==> src/rtl/fft_frame_loader.sv <==
// fft_frame_loader: waits for a full FFT frame in the upstream FIFO, then
// drains it in FFT_SIZE back-to-back cycles. Each sample is tagged with its
// index within the frame, plus start-of-frame and end-of-frame flags.
// Optional build macro FFT_FRAME_LOADER_STATS_EN adds the o_frame_count and
// o_underrun_count status outputs.
module fft_frame_loader #(
  parameter int DATA_WIDTH = 32,
  parameter int FFT_SIZE   = 64,
  parameter int FIFO_DEPTH = 128,
  parameter int GAP_CYCLES = 0,
  localparam int WCW = $clog2(FIFO_DEPTH + 1),
  localparam int IW  = $clog2(FFT_SIZE)
) (
  input  logic                  i_clk,
  input  logic                  i_rst_n,
  input  logic                  i_enable,
  input  logic                  i_clr_err,
  input  logic                  i_fifo_valid,
  input  logic [DATA_WIDTH-1:0] i_fifo_data,
  input  logic [WCW-1:0]        i_fifo_word_count,
  output logic                  o_fifo_pop,
  output logic                  o_valid,
  output logic [DATA_WIDTH-1:0] o_data,
  output logic [IW-1:0]         o_index,
  output logic                  o_sof,
  output logic                  o_eof,
  output logic                  o_busy,
  output logic                  o_underrun
`ifdef FFT_FRAME_LOADER_STATS_EN
  ,
  output logic [15:0]           o_frame_count,
  output logic [7:0]            o_underrun_count
`endif
);

  // Occupancy compare width: wide enough for FFT_SIZE+1 regardless of WCW
  localparam int CMPW = (WCW > IW + 2) ? WCW : IW + 2;
  localparam logic [IW-1:0]   LAST_IDX = IW'(FFT_SIZE - 1);
  localparam logic [7:0]      GAP_LOAD = (GAP_CYCLES > 0) ? 8'(GAP_CYCLES - 1) : 8'd0;
  localparam logic [CMPW-1:0] FULL_LVL = CMPW'(FFT_SIZE);
  localparam logic [CMPW-1:0] NEXT_LVL = CMPW'(FFT_SIZE + 1);

  typedef enum logic [1:0] {IDLE, BURST, GAP} state_t;

  state_t          state, state_nxt;
  logic [IW-1:0]   count, count_nxt;
  logic [7:0]      gap_cnt, gap_nxt;
  logic            pop;
  logic            underrun_evt;
  logic            frame_done;
  logic [CMPW-1:0] wc_ext;
  logic            full_frame;
  logic            full_next;

  // Output stage registers
  logic                  vld_p1;
  logic [DATA_WIDTH-1:0] data_p1;
  logic [IW-1:0]         idx_p1;
  logic                  sof_p1;
  logic                  eof_p1;
  logic                  busy_p1;
  logic                  underrun_p1;

  assign wc_ext     = CMPW'(i_fifo_word_count);
  assign full_frame = (wc_ext >= FULL_LVL);
  // One word leaves the FIFO on the frame-end pop, so a following frame needs one extra word
  assign full_next  = (wc_ext >= NEXT_LVL);

  // Next-state, pop strobe and event decode
  always_comb begin
    state_nxt    = state;
    count_nxt    = count;
    gap_nxt      = gap_cnt;
    pop          = 1'b0;
    underrun_evt = 1'b0;
    frame_done   = 1'b0;
    case (state)
      IDLE: begin
        if (i_enable && full_frame) begin
          state_nxt = BURST;
          count_nxt = '0;
        end
      end
      BURST: begin
        if (i_fifo_valid) begin
          pop       = 1'b1;
          count_nxt = count + IW'(1);
          if (count == LAST_IDX) begin
            frame_done = 1'b1;
            count_nxt  = '0;
            if (GAP_CYCLES > 0) begin
              state_nxt = GAP;
              gap_nxt   = GAP_LOAD;
            end else if (i_enable && full_next) begin
              state_nxt = BURST;
            end else begin
              state_nxt = IDLE;
            end
          end
        end else begin
          // FIFO flushed mid-frame: abandon the partial frame
          underrun_evt = 1'b1;
          state_nxt    = IDLE;
          count_nxt    = '0;
        end
      end
      GAP: begin
        if (gap_cnt == 8'd0) begin
          state_nxt = IDLE;
        end else begin
          gap_nxt = gap_cnt - 8'd1;
        end
      end
      default: begin
        state_nxt = IDLE;
        count_nxt = '0;
      end
    endcase
  end

  assign o_fifo_pop = pop;

  // Control state: FSM, sample counter, gap timer and busy flag
  always_ff @(posedge i_clk or negedge i_rst_n) begin
    if (!i_rst_n) begin
      state   <= IDLE;
      count   <= '0;
      gap_cnt <= 8'd0;
      busy_p1 <= 1'b0;
    end else begin
      state   <= state_nxt;
      count   <= count_nxt;
      gap_cnt <= gap_nxt;
      busy_p1 <= (state_nxt != IDLE);
    end
  end

  // Output stage: capture the popped FIFO head and its frame tags
  always_ff @(posedge i_clk or negedge i_rst_n) begin
    if (!i_rst_n) begin
      vld_p1  <= 1'b0;
      data_p1 <= '0;
      idx_p1  <= '0;
      sof_p1  <= 1'b0;
      eof_p1  <= 1'b0;
    end else begin
      vld_p1 <= pop;
      sof_p1 <= pop && (count == '0);
      eof_p1 <= pop && (count == LAST_IDX);
      if (pop) begin
        data_p1 <= i_fifo_data;
        idx_p1  <= count;
      end
    end
  end

  // Sticky underrun flag; a new underrun wins over a clear in the same cycle
  always_ff @(posedge i_clk or negedge i_rst_n) begin
    if (!i_rst_n) begin
      underrun_p1 <= 1'b0;
    end else if (underrun_evt) begin
      underrun_p1 <= 1'b1;
    end else if (i_clr_err) begin
      underrun_p1 <= 1'b0;
    end
  end

  assign o_valid    = vld_p1;
  assign o_data     = data_p1;
  assign o_index    = idx_p1;
  assign o_sof      = sof_p1;
  assign o_eof      = eof_p1;
  assign o_busy     = busy_p1;
  assign o_underrun = underrun_p1;

`ifdef FFT_FRAME_LOADER_STATS_EN
  logic [15:0] frame_cnt_p1;
  logic [7:0]  underrun_cnt_p1;

  function automatic logic [7:0] sat_inc8(input logic [7:0] v);
    return (v == 8'hFF) ? v : v + 8'd1;
  endfunction

  // Completed-frame counter (wraps) and saturating underrun counter
  always_ff @(posedge i_clk or negedge i_rst_n) begin
    if (!i_rst_n) begin
      frame_cnt_p1    <= 16'd0;
      underrun_cnt_p1 <= 8'd0;
    end else begin
      if (frame_done) begin
        frame_cnt_p1 <= frame_cnt_p1 + 16'd1;
      end
      if (underrun_evt) begin
        underrun_cnt_p1 <= sat_inc8(underrun_cnt_p1);
      end else if (i_clr_err) begin
        underrun_cnt_p1 <= 8'd0;
      end
    end
  end

  assign o_frame_count    = frame_cnt_p1;
  assign o_underrun_count = underrun_cnt_p1;
`endif

endmodule

==> config.mk <==
export PLATFORM = sky130hd
export DESIGN_NAME = fft_frame_loader
export DESIGN_NICKNAME = d
export VERILOG_FILES = /design/src/rtl/fft_frame_loader.sv
export SDC_FILE = /design/constraint.sdc
export NUM_CORES = 1
export LEC_CHECK = 0
export CAP_MARGIN = 20
export CORE_ASPECT_RATIO = 0.75
export CORE_MARGIN = 10
export CORE_UTILIZATION = 35
export DETAILED_ROUTE_END_ITERATION = 7
export PLACE_DENSITY_LB_ADDON = 0.3
export SETUP_SLACK_MARGIN = 0.5
export SLEW_MARGIN = 20
export SYNTH_ARGS = -nofsm -noshare
export SYNTH_HDL_FRONTEND = slang
export SYNTH_SLANG_ARGS = --single-unit
export TNS_END_PERCENT = 10
==> constraint.sdc <==
create_clock -name i_clk -period 3.1 [get_ports i_clk]
set_input_delay 0.465 -clock i_clk [delete_from_list [all_inputs] [get_ports i_clk]]
set_output_delay 0.465 -clock i_clk [all_outputs]
set_load 0.01 [all_outputs]
* Word-level counts from Yosys, hierarchy flattened
Cells that the tools add are included.
Word-level totals: bits in registers 59, word-level logic and storage cells 47
Cells by class: $add $sub $neg 2, magnitude comparators 2, equal/unequal tests 4, multiplexer cells 16, bitwise logic cells 2, reduce and logical (&&, ||, !) cells 11
Operators with widths (count):
- $mux W6 | 3
- $pmux W6 S3 | 1
- $ge A8 B7 Y1 const B | 2
- $logic_not A8 Y1 | 1
- $mux W2 | 4
- $sub A8 B1 Y8 const B | 1
- $mux W1 | 7
- $add A6 B1 Y6 const B | 1
- $eq A6 B6 Y1 const B | 1
- $logic_not A6 Y1 | 1
- $pmux W2 S3 | 1
- $logic_and A1 B1 Y1 | 4
- $reduce_and A2 Y1 | 2
- $reduce_bool A2 Y1 | 2
- $eq A2 B1 Y1 const B | 1
- $eq A2 B2 Y1 const B | 1
- $logic_not A2 Y1 | 1
- $ne A2 B2 Y1 const B | 1
- $not A1 Y1 | 2

* Longest topological paths before layout
Gate-level depths: netlist of the first run.
word-level depth 7, mapped depth 7, depth with buffers taken out 7

* Least setup slack after synthesis of the first run
OpenSTA, ideal clock, no wires.
path type flip-flop to flip-flop, start point reg gap_cnt[2], end point reg gap_cnt[6], data arrival time 1.594 ns, setup slack 1.426 ns, stages on the path, launching flop included 6, buffers on the path 0, cell sequence dfrtp_1 or4_1 o41ai_4 inv_2 nand3_1 xnor2_1
On the way: word-level cells in the longest chain between the ends 3
RTL lines:
- from (decl) | RTL line 47 | logic [7:0] gap_cnt, gap_nxt;
- from (signal assigned) | RTL line 133 | gap_cnt <= gap_nxt;
- parallel branches: the longest is 3 deep, another holds $sub A8 B1 Y8
Several ways; the timed one is not identified. A chain may end at the register's enable or synchronous reset.

* Worst setup path in the final report of the first run
start point in i_fifo_valid, end point out o_fifo_pop
On the way: word-level cells in the longest chain between the ends 2
RTL lines:
- from (decl) | RTL line 18 | input logic i_fifo_valid,
- $mux W1 | RTL line 85 | if (i_fifo_valid) begin
- $mux W1 | RTL line 77 | case (state)
- to (decl) | RTL line 21 | output logic o_fifo_pop,
Every way passes these cells.

==> results of run 1 <==
==> synthesized netlist by cell type (2+ instances only) <==
master	n	area, um2
a21oi_1	2	10.01
and3_1	2	12.51
clkbuf_1	8	30.03
dfrtp_1	59	1476
ha_1	4	50.05
inv_1	8	30.03
nand2_1	118	442.9
nand3_1	6	30.03
nor2_1	4	15.01
nor4_1	5	31.28
o21ai_0	9	45.04
o311ai_0	2	17.52
or4_1	2	15.01
xnor2_1	6	52.55
==> per-layer routing <==
metal  wire length (um)  vias to the layer above
met4                 92                        0
li1                   -                      985
met1               2496                      896
met3                456                        8
met5                  0                        -
met2               2946                       51
==> cells in the final DEF (no fill, tap or decap), types with 4 or more instances in the layout <==
cell	count
nand3_1	6
clkbuf_8	12
ha_1	4
dfrtp_1	59
o21ai_0	9
inv_1	8
nor2_1	4
nor4_1	5
clkdlybuf4s50_1	87
nand2_1	118
xnor2_1	6
==> area by class of cell <==
| type | instances | area share, % |
|---|---|---|
| repair buffers | 91 | 25.21 |
| clock buffers | 12 | 4.635 |
| multi-input cells | 173 | 23.84 |
| inverters | 9 | 0.9480 |
| well taps | 84 | 2.949 |
| flip-flops and latches | 59 | 41.43 |
| clock inverters | 2 | 0.9831 |
==> how the worst min path moves through the flow <==
stage	cells past startpoint	slack [ps]	endpoint	startpoint
3_5_place_dp	2	460	o_data[1]	o_data[1]
6_report	2	270	o_data[28]	i_rst_n
2_1_floorplan	0	170	count[0]	i_rst_n
5_1_grt	2	330	o_data[30]	i_rst_n
4_1_cts	2	300	o_data[26]	i_rst_n
3_3_place_gp	2	460	o_data[1]	o_data[1]
==> registers in the layout, summed over array words and instances (netlist names) <==
| name | cells |
|---|---|
| o_sof | 1 |
| o_index | 6 |
| o_busy | 1 |
| gap_cnt | 8 |
| o_underrun | 1 |
| state | 2 |
| o_eof | 1 |
| o_valid | 1 |
| count | 6 |
| o_data | 32 |
==> cell families after synthesis <==
logic type	share of synthesized area, %
fa+ha+maj	2.087
mux	0.4695
simple gates	24.20
buf+inv	3.025
compound gates	6.104
xor+xnor	2.556
flops	61.55
==> power by group through the flow <==
stage,clock (mW),sequential (mW),combinational (mW)
floorplan,0,1.03,0.136
global placement,0,0.973,0.550
detailed placement,0,0.974,0.558
CTS,0.726,0.963,0.559
global route,0.765,0.978,0.599
finish,0.699,0.962,0.544
==> per-stage QoR <==
stage	instances	worst slack (ps)	power, mW	area [um2]	hold slack (ps)
after global routing	430	838.4	2.342	3563	331.0
after CTS	430	888.3	2.249	3563	296.5
after floorplan	251	1426	1.166	2399	169.4
after global placement	416	892.5	1.523	3363	457.6
final	430	921.4	2.205	3563	271.1
after detailed placement	416	888.9	1.533	3363	460.7
==> flow_results.org, run 1 <==
** Run status
- Result of the run :: complete, no violations

** Place
- Weighted congestion reported at the end of routability-driven placement :: around 0.76
- The HPWL after detailed placement is 4262 um.
- Count of port buffers added during placement :: 88

** GRT
- Aggregate global-route resource usage :: about an eighth
- Global routing used approximately 14% of the available met1 tracks.
- Layer carrying the most global-route usage :: met2
- Largest net degree at the start of global routing :: 60
- First-pass GRT wire length :: just over 10000 um
- Initial antenna violation count :: 0
- Via count of the first global-routing pass :: a little over 2000
- Met2 track demand over resource :: approximately a fifth
- Met3 demand-to-capacity share in global routing :: 5.599%
- GRT Residual Overflow :: 0

** Worst setup path
- Flop2flop setup slack :: approximately 1300 ps
- On the critical path the largest part of the delay comes from buffers and inverters.
- In this run the critical register-to-register path is captured at gap_cnt[6].
- STA classifies the critical path endpoint as a primary output.
- Buffers plus inverters on the worst setup path :: 3
- Critical path peak fanout :: 2
- Biggest cell delay along the critical path :: approximately 560 ps
- Required time at the worst-slack endpoint :: between 2000 and 3000 ps
- Following the worst setup path forward leads to its endpoint at o_fifo_pop.
- Critical path cell sequence :: clkdlybuf4s50_1 -> nand3b_1 -> inv_1 -> clkdlybuf4s50_1
- Startpoint of the lowest-slack register-to-register path :: gap_cnt[2]
- The worst setup path is launched from an input pin.
- Levels on crit path :: 4
- Most prevalent standard cell on the critical path :: clkdlybuf4s50_1
- Startpoint-to-endpoint class of the critical path :: input pin to primary output
- Critical-path top delay cell :: clkdlybuf4s50_1
- Arrival time of data at the critical path endpoint :: between 1500 and 2000 ps
- Worst Reg2Reg Path Length in Cells :: 5
- Start point of the critical path :: i_fifo_valid

** Clocking
- Worst-skew pair later-pin latency :: 330 ps
- CTS Hold Buffers Added :: 0
- CTS tree :: yes
- The root buffer cell chosen for the clock tree is clkbuf_8.
- In this run the number of H-tree levels came out at 3.
- Clock-pin slew was measured on the worst setup and hold paths at 60 ps.
- No sink is reached through more buffers than the 2 on the longest clock path.
- Buffers inserted during clock tree synthesis total 9.
- Number of gates given a new drive strength after cts :: 0
- Clock Sinks :: roughly 60
- Number of buffers inserted to repair setup after CTS :: 0

** Cells and area
- Compared with the post-synthesis result, the final layout area differs by 48.57%.
- The repair_antennas step left the layout with diodes totalling 0.
- FILL cells :: a little over 600
- Combined flip-flop and latch cell area :: 0.001476 mm2
- Share of cells above drive strength 1 :: approximately 6.4%
- Multi-input logic area :: ~850 um2
- Measured on the finished design, the core utilization comes to a little over half.
- Final #Nets :: roughly 390

** Drt
- Per-cell routed wire length :: about 14 um
- The detail route stage leaves a number of antenna-violating nets equal to 0.
- Vias per cell :: roughly 4.5
- Pre-Repair DR Iteration Count :: 4
- Across all layers, the routed design uses between 1500 and 2000 vias.
- The first routing iteration left between 60 and 70 violations.
- After detailed routing, the number of remaining DRC violations is 0.
- After detailed routing, the total wire length is between 5000 and 6000 um.

** STA
- Count of final setup violators :: 0
- Time the final worst path needs with I/O delays and setup :: 2179 ps
- Slew at the pin with the worst max-slew slack :: ~730 ps
- Dividing the final minimum period by the clock period gives between 70% and 80%.
- For the final routed database, the setup TNS stands at 0 ps.
- The max-slew violation count was 0.
- Derived from the worst setup path, the maximum achievable clock frequency is between 400 and 500 MHz.
- Worst Skew :: between 7 and 8 ps
- Unrepaired setup endpoints after global routing :: false
- Headroom to the max-slew limit came out at between 50% and 60%.
- Endpoints failing hold :: 0

** Logic synthesis
- When the netlist entered floorplanning its net count stood at 300.
- Number of warnings issued by yosys :: 0
- Seq cells post-synth :: 59
- Netlist cell types :: 30
- Counting flops with a built-in enable in the synthesized netlist gives 0.
- In the synthesized netlist, the number of instances is 251.
- For this run, asynchronously set or reset flops after synthesis account for 100.0%.
- The most used flip-flop cell after synthesis is dfrtp_1.
- Post-synthesis instance area :: around 0.0024 mm2
- Part of the Yosys area used for sequential elements :: between 60 and 70%
- Synthesized area per cell :: roughly 9.6 um2

** Hold path
- The min-delay analysis places its worst path in the category input pin to asynchronous set/reset pin.

** Floorplan
- The initial utilization of the core area, before any placement, comes to ~36%.
- The floorplan step defined a die boundary enclosing between 0.01 and 0.015 mm2.
- The die is between 100 and 150 um wide.
- In this run the standard cell core region covers ~0.0067 mm2.
- Die height :: around 90 um
- Row generation in the floorplan step produced 26 rows.
- just under 90 I/O pins were placed.

** Pwr
- Leak pwr :: about 1.7 nW
- Net switching power :: approximately 580 uW
- The clock network burns a little under a third of the power.
- Internal power consumption :: 1.627 mW
- Peak ir drop on the vdd network :: between 0.0002 and 0.0003 V
- Logic pwr share :: between 20% and 30%
- Share of total power in sequential cells :: 43.6%
- For this design the ratio of total power to cell area is 618.7 mW/mm2.
- Net switching is between 20% and 30% of the power.

** Run
- Number of max-cap violations :: 0
Power figures use the tool's default switching activity.
==> inputs of run 2 (changes only) <==
==> constraint.sdc (replaced) <==
create_clock -name i_clk -period 2 [get_ports i_clk]
set_input_delay 0.3 -clock i_clk [delete_from_list [all_inputs] [get_ports i_clk]]
set_output_delay 0.3 -clock i_clk [all_outputs]
set_load 0.01 [all_outputs]
==> run 2 against run 1 <==
Compared with the run above: clock-buffer cell count increased by 2; routed wire length increased by 11%; clock skew increased by 2.8 ps; clock power increased by 37%; first-iteration DRC count decreased by 8.8%; global-route usage increased by 0.79 points; worst setup slack got worse by 620 ps; power increased by 50%; sequential power increased by 55%; cell count increased by 3.3%; sequential share of layout area decreased by 1.6 points; sequential cell count unchanged; largest power group unchanged; highest routed layer unchanged.
==> flow_results.org, run 2 (synthesized netlist as in run 1, its figures left out) <==
** Cells and area
- Area overhead of the layout relative to synthesis :: 54.51% (was 48.57%)
- Number of antenna diodes :: 0 (unchanged)
- Final #Nets :: 404 (was 392)
- The number of flip-flops under the largest register name was 32 (unchanged).
- The ratio of cells with drive above 1 in the final layout came to 11.67% (was 6.358%).
- FILL cells :: 609 (was 620)
- The final non-filler cell area was 0.003706 mm2 (was 0.003563 mm2).
- Top library cells by usage in the layout, fill and taps aside :: 117 x nand2_1, 86 x clkdlybuf4s50_1, 58 x dfrtp_1 (was 118 x nand2_1, 87 x clkdlybuf4s50_1, 59 x dfrtp_1)
- Leading cell type in the layout, fill and taps excluded :: nand2_1 (unchanged)

** Worst setup path
- Arrival time of data at the critical path endpoint :: 1900 ps (was 1710 ps)
- Startpoint of the lowest-slack register-to-register path :: gap_cnt[4] (was gap_cnt[2])
- Crit end category :: flop (was primary output)
- Reg-to-reg critical path endpoint :: gap_cnt[3] (was gap_cnt[6])
- The longest individual stage delay on the worst path came to 470 ps (was 560 ps).
- The required time at the endpoint of the critical path was 2200 ps (was 2630 ps).
- Critical path cell sequence: or4_4 -> o41ai_4 -> buf_4 -> nor4_2 -> xor2_1 (was clkdlybuf4s50_1 -> nand3b_1 -> inv_1 -> clkdlybuf4s50_1).
- The slack of the worst reg-to-reg path came to 300 ps (was 1250 ps).
- The cell with the largest stage delay on the worst path was dfrtp_2 (was clkdlybuf4s50_1).
- The number of cells on the worst reg-to-reg path is 5 (unchanged).
- Startpoint-to-endpoint class of the critical path :: flop to flop (was input pin to primary output)
- Nature of the critical path startpoint :: flop (was input pin)
- Critical path peak fanout :: 4 (was 2)

** Floorplan
- The core area was 0.006734 mm2 (unchanged).
- Count of pins on the block boundary :: 89 (unchanged)
- The horizontal extent of the die came to 115.6 um (unchanged).
- Initial Util :: 35.62% (unchanged)
- Overall die area :: 0.01060 mm2 (unchanged)
- Row cnt :: 26 (unchanged)
- The height of the die is 91.69 um (unchanged).

** Clocking
- Num CTS Buffers :: 9 (unchanged)
- Worst-skew pair later-pin latency :: 330 ps (about the same)
- The depth of the CTS H-tree came to 3 (unchanged).
- Clock Sinks :: 59 (unchanged)
- The CTS clock-pin slew for the worst setup and hold paths came to 70 ps (was 60 ps).
- Clock Tree Buf Depth :: 2 (unchanged)
- Clock root buffer master :: clkbuf_8 (unchanged)
- CTS tree :: yes (unchanged)

** Place
- The routability congestion estimate from global placement came to 0.8267 (was 0.7639).
- Post-place instance area :: 0.003383 mm2 (was 0.003363 mm2)
- The number of I/O port buffers came to 88 (unchanged).
- HPWL after detailed placement :: 4583 um (was 4262 um)
- Setup slack after placement :: 95.33 ps (was 888.9 ps)

** Pwr
- The portion of total power attributed to sequential cells is 45.1% (was 43.6%).
- The combinational power share was 26.0% (was 24.7%).
- The internal power of the cells came to 2.383 mW (was 1.627 mW).
- The leakage power is 1.804 nW (was 1.723 nW).
- The power dissipated by switching net loads came to 925.0 uW (was 577.7 uW).
- The total power density per cell area was 892.5 mW/mm2 (was 618.7 mW/mm2).
- The total power consumption of the routed design was 3.308 mW (was 2.205 mW).
- The worst supply voltage drop on vdd was 0.0004309 V (was 0.0002896 V).
- The net switching fraction of the power is 27.97% (was 26.20%).
- The clock power share was 28.9% (was 31.7%).

** GRT
- The number of global-route vias before repair is 2090 (was 2034).
- The global-route wire length before repair came to 10790 um (was 10070 um).
- Aggregate global-route resource usage :: 12.82% (was 12.03%)
- The pin count of the biggest net entering global routing was 60 (unchanged).
- Initial antenna violation count :: 0 (unchanged)
- The overflow left after global routing was 0 (unchanged).

** STA
- Timing would allow up to slightly below 600 MHz.
- Endpoints failing hold :: 0 (unchanged)
- The count of endpoints failing setup in the final report is 0 (unchanged).
- In the finished design, the share of the clock period the worst path needs comes to between 80% and 90%.
- The total negative slack was 0 ps (unchanged).
- The final critical-path setup slack is 297.6 ps (was 921.4 ps).
- Worst Skew :: 9.841 ps (was 7.041 ps)
- The measured slew at the worst slew-check pin came to 401.2 ps (was 730.6 ps).
- Unrepaired setup endpoints after global routing: true (was false).
- The final hold slack came to 472.9 ps (was 271.1 ps).
- The worst path needs roughly 1700 ps of the cycle, external delays included.
- The max-slew violation count was 0 (unchanged).
- Worst rel slew slack :: 72.97% (was 51.30%)

** Drt
- Pre-Repair DR Iteration Count :: 4 (unchanged)
- The average vias per placed instance is 4.694 (was 4.512).
- Drt first-iter violations :: 62 (was 68)
- Remaining routing DRC violations :: 0 (unchanged)
- Post-detailed-route count of antenna-violating nets :: 0 (unchanged)
- The average detailed-routed wire length per instance is 14.93 um (was 13.93 um).
- The total number of vias is 2084 (was 1940).
- The total wire length was 6627 um (was 5991 um).

** Hold path
- The worst hold path passes through 2 cells.
- Min-Delay Endpoint :: o_data[13]
- Hold Crit Class :: flop to flop (was input pin to asynchronous set/reset pin)
- Worst hold start :: o_data[13]

** Run status
- Result of the run :: complete, no violations (unchanged)

** Run
- The number of violations of the max-capacitance limit is 0 (unchanged).
run 2: timing repair:
| item | CTS | global route |
|---|---|---|
| gates resized for setup | 6 | 9 |
| endpoints found under the hold margin | 59 | 0 |
| setup buffers | 4 | 6 |
| setup endpoints to repair | 55 | 86 |
| hold buffers | 1 | 0 |
| pin swaps | 4 | 4 |
run 2: power groups by stage:
stage	Sequential, mW	Clock (mW)	Combinational [mW]
after floorplan	1.60	0	0.211
after global placement	1.51	0	0.861
after detailed placement	1.51	0	0.878
after CTS	1.49	0.995	0.881
after global routing	1.52	1.06	0.952
final	1.49	0.957	0.859
run 2: layout make-up:
cell class              count  area (um2)  area share, %
clock buffers              14       162.7          4.389
clock inverters             2       10.01         0.2701
inverters                   9       33.78         0.9115
multi-input cells         173       910.9          24.58
flip-flops and latches     59        1478          39.87
well taps                  84       105.1          2.836
repair buffers            103        1006          27.14
run 2: per-layer routing:
layer / up-vias / routed length (um) / GRT usage (%)
met5: - / 0 / 0
met3: 4 / 464 / 5.664
met2: 54 / 3288 / 20.54
li1: 1014 / - / -
met4: 0 / 65 / 4.421
met1: 1012 / 2810 / 14.96
run 2: worst max-delay path by stage:
stage	slack, ps	cells past startpoint	to	from
2_1_floorplan	330	5	gap_cnt[6]	gap_cnt[2]
3_3_place_gp	130	4	o_fifo_pop	i_fifo_valid
3_5_place_dp	100	6	o_busy	i_fifo_valid
4_1_cts	180	5	gap_cnt[3]	gap_cnt[2]
5_1_grt	240	3	o_fifo_pop	state[1]
6_report	300	5	gap_cnt[3]	gap_cnt[4]
run 2: worst max-delay path, delay by kind of cell, from the launching register on:
family                 cells  cell delay, ps
XOR/XNOR                   1             170
AND/OR/NAND/NOR            2             480
flip-flops                 1             470
AO/OA/AOI/OAI              1             260
buffers and inverters      1             190
run 2: metrics by stage:
stage | util [%] | instances
3_5_place_dp | 50.24 | 417
6_report | 55.04 | 444
3_3_place_gp | 50.24 | 417
2_1_floorplan | - | 251
4_1_cts | 53.75 | 438
5_1_grt | 55.04 | 444
==> inputs of run 3 (changes only) <==
--- a/config.mk
+++ b/config.mk
@@ -10,7 +10,7 @@
 export CORE_MARGIN = 10
 export CORE_UTILIZATION = 35
 export DETAILED_ROUTE_END_ITERATION = 7
-export PLACE_DENSITY_LB_ADDON = 0.3
+export PLACE_DENSITY_LB_ADDON = 0.08
 export SETUP_SLACK_MARGIN = 0.5
 export SLEW_MARGIN = 20
 export SYNTH_ARGS = -nofsm -noshare
==> run 3 against run 2 <==
Compared with the run above: via count decreased by 4.1%; power down 0.85%; worst setup slack got worse by 3.3 ps; critical path depth unchanged; hold slack about the same; sequential cell count did not move; clock-buffer cell count down 3; clock skew down 3.5 ps; core utilization decreased by 0.20 points; die area unchanged.
==> flow_results.org, run 3 (synthesized netlist as in run 1, its figures left out) <==
** Run status
- Result of the run: complete, no violations (unchanged).

** Pwr
- The total power density per cell area came to 888.2 mW/mm2 (was 892.5 mW/mm2).
- The leakage power came to 1.798 nW (was 1.804 nW).
- Peak ir drop on the vdd network :: 0.0004292 V (was 0.0004309 V)

** Cells and area
- Leading cell type in the layout, fill and taps excluded :: nand2_1 (unchanged)
- Top library cells by usage in the layout, fill and taps aside: 117 x nand2_1, 86 x clkdlybuf4s50_1, 58 x dfrtp_1 (unchanged).
- Flip-flop count of the largest register after layout :: 32 (unchanged)
- Share of cells above drive strength 1 :: 11.48% (was 11.67%)
- FILL cells :: 617 (was 609)
- The total area of sequential cells was 0.001478 mm2 (unchanged).
- The diode insertion count for antenna repair was 0 (unchanged).
- Final #Nets :: 403 (was 404)
- The number of non-filler instances in the completed layout came to 441 (was 444).
- Area overhead of the layout relative to synthesis :: 53.94% (was 54.51%)
- The total area of multi-input combinational cells was 910.9 um2 (unchanged).
- Post-route cell area :: 0.003692 mm2 (was 0.003706 mm2)

** Worst setup path
- Required time at the worst-slack endpoint :: 2190 ps (was 2200 ps)
- Nature of the critical path startpoint :: flop (unchanged)
- The critical path class was flop to flop (unchanged).
- The endpoint of the worst-slack reg-to-reg timing path is gap_cnt[3] (unchanged).
- The type of element capturing the critical path is a flop (unchanged).
- Critical path peak fanout :: 4 (unchanged)
- Startpoint of the lowest-slack register-to-register path :: gap_cnt[3] (was gap_cnt[4])
- Critical path cell sequence: or4_4 -> o41ai_4 -> buf_4 -> nor4_2 -> xor2_1 (unchanged).
- The slack of the worst reg-to-reg path is 290 ps (was 300 ps).
- The critical path startpoint is gap_cnt[3] (was gap_cnt[4]).
- Buffers plus inverters on the worst setup path :: 1 (unchanged)
- The kind of cell adding the most delay to the critical path was simple AND/OR/NAND/NOR gates (unchanged).
- The number of cells on the worst reg-to-reg path came to 5 (unchanged).
- The cell with the largest stage delay on the worst path was or4_4 (was dfrtp_2).
- Biggest cell delay along the critical path :: 550 ps (was 470 ps)
- Arrival time of data at the critical path endpoint :: 1900 ps (about the same)

** Floorplan
- Count of pins on the block boundary :: 89 (unchanged)
- Area of the placeable core :: 0.006734 mm2 (unchanged)
- Die Span X :: 115.6 um (unchanged)
- The initial standard-cell utilization of the core was 35.62% (unchanged).
- The height of the die came to 91.69 um (unchanged).
- The die area is 0.01060 mm2 (unchanged).
- Row cnt :: 26 (unchanged)

** Place
- The placed cell count was 417 (unchanged).
- The HPWL after detailed placement is 4411 um (was 4583 um).
- Post-place instance area :: 0.003383 mm2 (unchanged)
- The number of I/O port buffers came to 88 (unchanged).
- Weighted congestion reported at the end of routability-driven placement :: 0.7855 (was 0.8267)

** Drt
- The final antenna-violating net count came to 0 (unchanged).
- Via total after detailed routing :: 1998 (was 2084)
- Vias per cell :: 4.531 (was 4.694)
- The count of routing violations after the opening detailed-route iteration is 98 (was 62).
- The detailed-router iteration count before antenna repair is 4 (unchanged).
- Remaining routing DRC violations :: 0 (unchanged)
- The total wire length is 6431 um (was 6627 um).
- Per-cell routed wire length :: 14.58 um (was 14.93 um)

** Hold path
- Worst hold start :: o_data[9] (was o_data[13])
- Min-Delay Endpoint :: o_data[9] (was o_data[13])
- The hold path depth is 2 (unchanged).
- Hold Crit Class :: flop to flop (unchanged)

** STA
- The measured slew at the worst slew-check pin was 414.9 ps (was 401.2 ps).
- Worst rel slew slack :: 72.05% (was 72.97%)
- The count of endpoints failing setup in the final report was 0 (unchanged).
- Endpoints failing hold :: 0 (unchanged)
- Unrepaired setup endpoints after global routing :: true (unchanged)
- Final TNS setup :: 0 ps (unchanged)
- Crit share post-route :: 85.29% (was 85.12%)
- Slew Viols, Final :: 0 (unchanged)
- Worst Skew :: 6.371 ps (was 9.841 ps)
- Time the final worst path needs with I/O delays and setup :: 1706 ps (was 1702 ps)
- Worst hold slack after final layout :: 473.1 ps (was 472.9 ps)
- Fmax achieved :: 586.2 MHz (was 587.4 MHz)

** Clocking
- Num CTS Buffers :: 9 (unchanged)
- CTS tree :: yes (unchanged)
- The maximum clock path buffer count is 2 (unchanged).
- Clock-pin slew of the registers on the worst-case setup and hold paths :: 70 ps (about the same)
- The number of clock sinks was 59 (unchanged).
- Worst-skew pair later-pin latency :: 330 ps (about the same)
- H-Tree Depth :: 3 (unchanged)
- Clock root buffer master :: clkbuf_8 (unchanged)

** GRT
- The number of global-route vias before repair came to 2079 (was 2090).
- GRT Residual Overflow :: 0 (unchanged)
- The global-route wire length before repair came to 10520 um (was 10790 um).
- Met2 track demand over resource :: 18.69% (was 20.54%)
- Initial antenna violation count :: 0 (unchanged)
- Largest net degree at the start of global routing :: 60 (unchanged)
- The met1 track demand over resource in global routing came to 15.73% (was 14.96%).
- Layer carrying the most global-route usage :: met2 (unchanged)
- Aggregate global-route resource usage :: 12.50% (was 12.82%)
- Met3 demand-to-capacity share in global routing :: 5.599% (was 5.664%)

** Run
- The number of violations of the max-capacitance limit came to 0 (unchanged).
-- run 3: timing repair --
| action | in CTS | in global routing |
|---|---|---|
| setup endpoints to repair | 54 | 79 |
| hold endpoints to repair | 59 | 0 |
| setup buffers | 4 | 5 |
| hold buffers | 1 | 0 |
| gates resized for setup | 6 | 8 |
| pin swaps | 5 | 3 |
-- run 3: worst max-delay path by stage --
stage                       to  depth (start not counted)
floorplan           gap_cnt[6]                          5
global placement    o_fifo_pop                          4
detailed placement      o_busy                          6
CTS                 gap_cnt[3]                          5
global route        o_fifo_pop                          3
finish              gap_cnt[3]                          5
-- run 3: metal layers --
metal  part of all wire, %  wire length (um)
met5                     0                 0
met4                  0.92                59
met3                   7.4               474
met2                    46              2960
met1                    46              2936
-- run 3: cell type report --
class / instances / share of cell area (%)
flip-flops and latches: 59 / 40.02
clock inverters: 3 / 0.4066
well taps: 84 / 2.846
repair buffers: 102 / 27.04
clock buffers: 11 / 4.100
multi-input cells: 173 / 24.67
inverters: 9 / 0.9149
-- run 3: metrics by stage --
stage / power, mW / worst slack (ps) / util [%]
after floorplan: 1.807 / 326.4 / -
after global placement: 2.376 / 131.2 / 50.24
after detailed placement: 2.383 / 106.9 / 50.24
after CTS: 3.346 / 174.8 / 53.62
after global routing: 3.498 / 238.1 / 54.83
final: 3.279 / 294.2 / 54.83
-- run 3: where the power goes --
group          switching [mW]  leakage, nW  total [mW]  internal [mW]
registers               0.101        0.764        1.49           1.39
clock network           0.438       0.0908       0.934          0.496
logic                   0.377        0.944       0.858          0.481
-- run 3: worst reg2reg max path, delay by kind of cell, from the launching register on --
kind	cells	cell delay [ps]
buf+inv	1	190
xor+xnor	1	150
compound gates	1	260
flops	1	380
simple gates	2	600
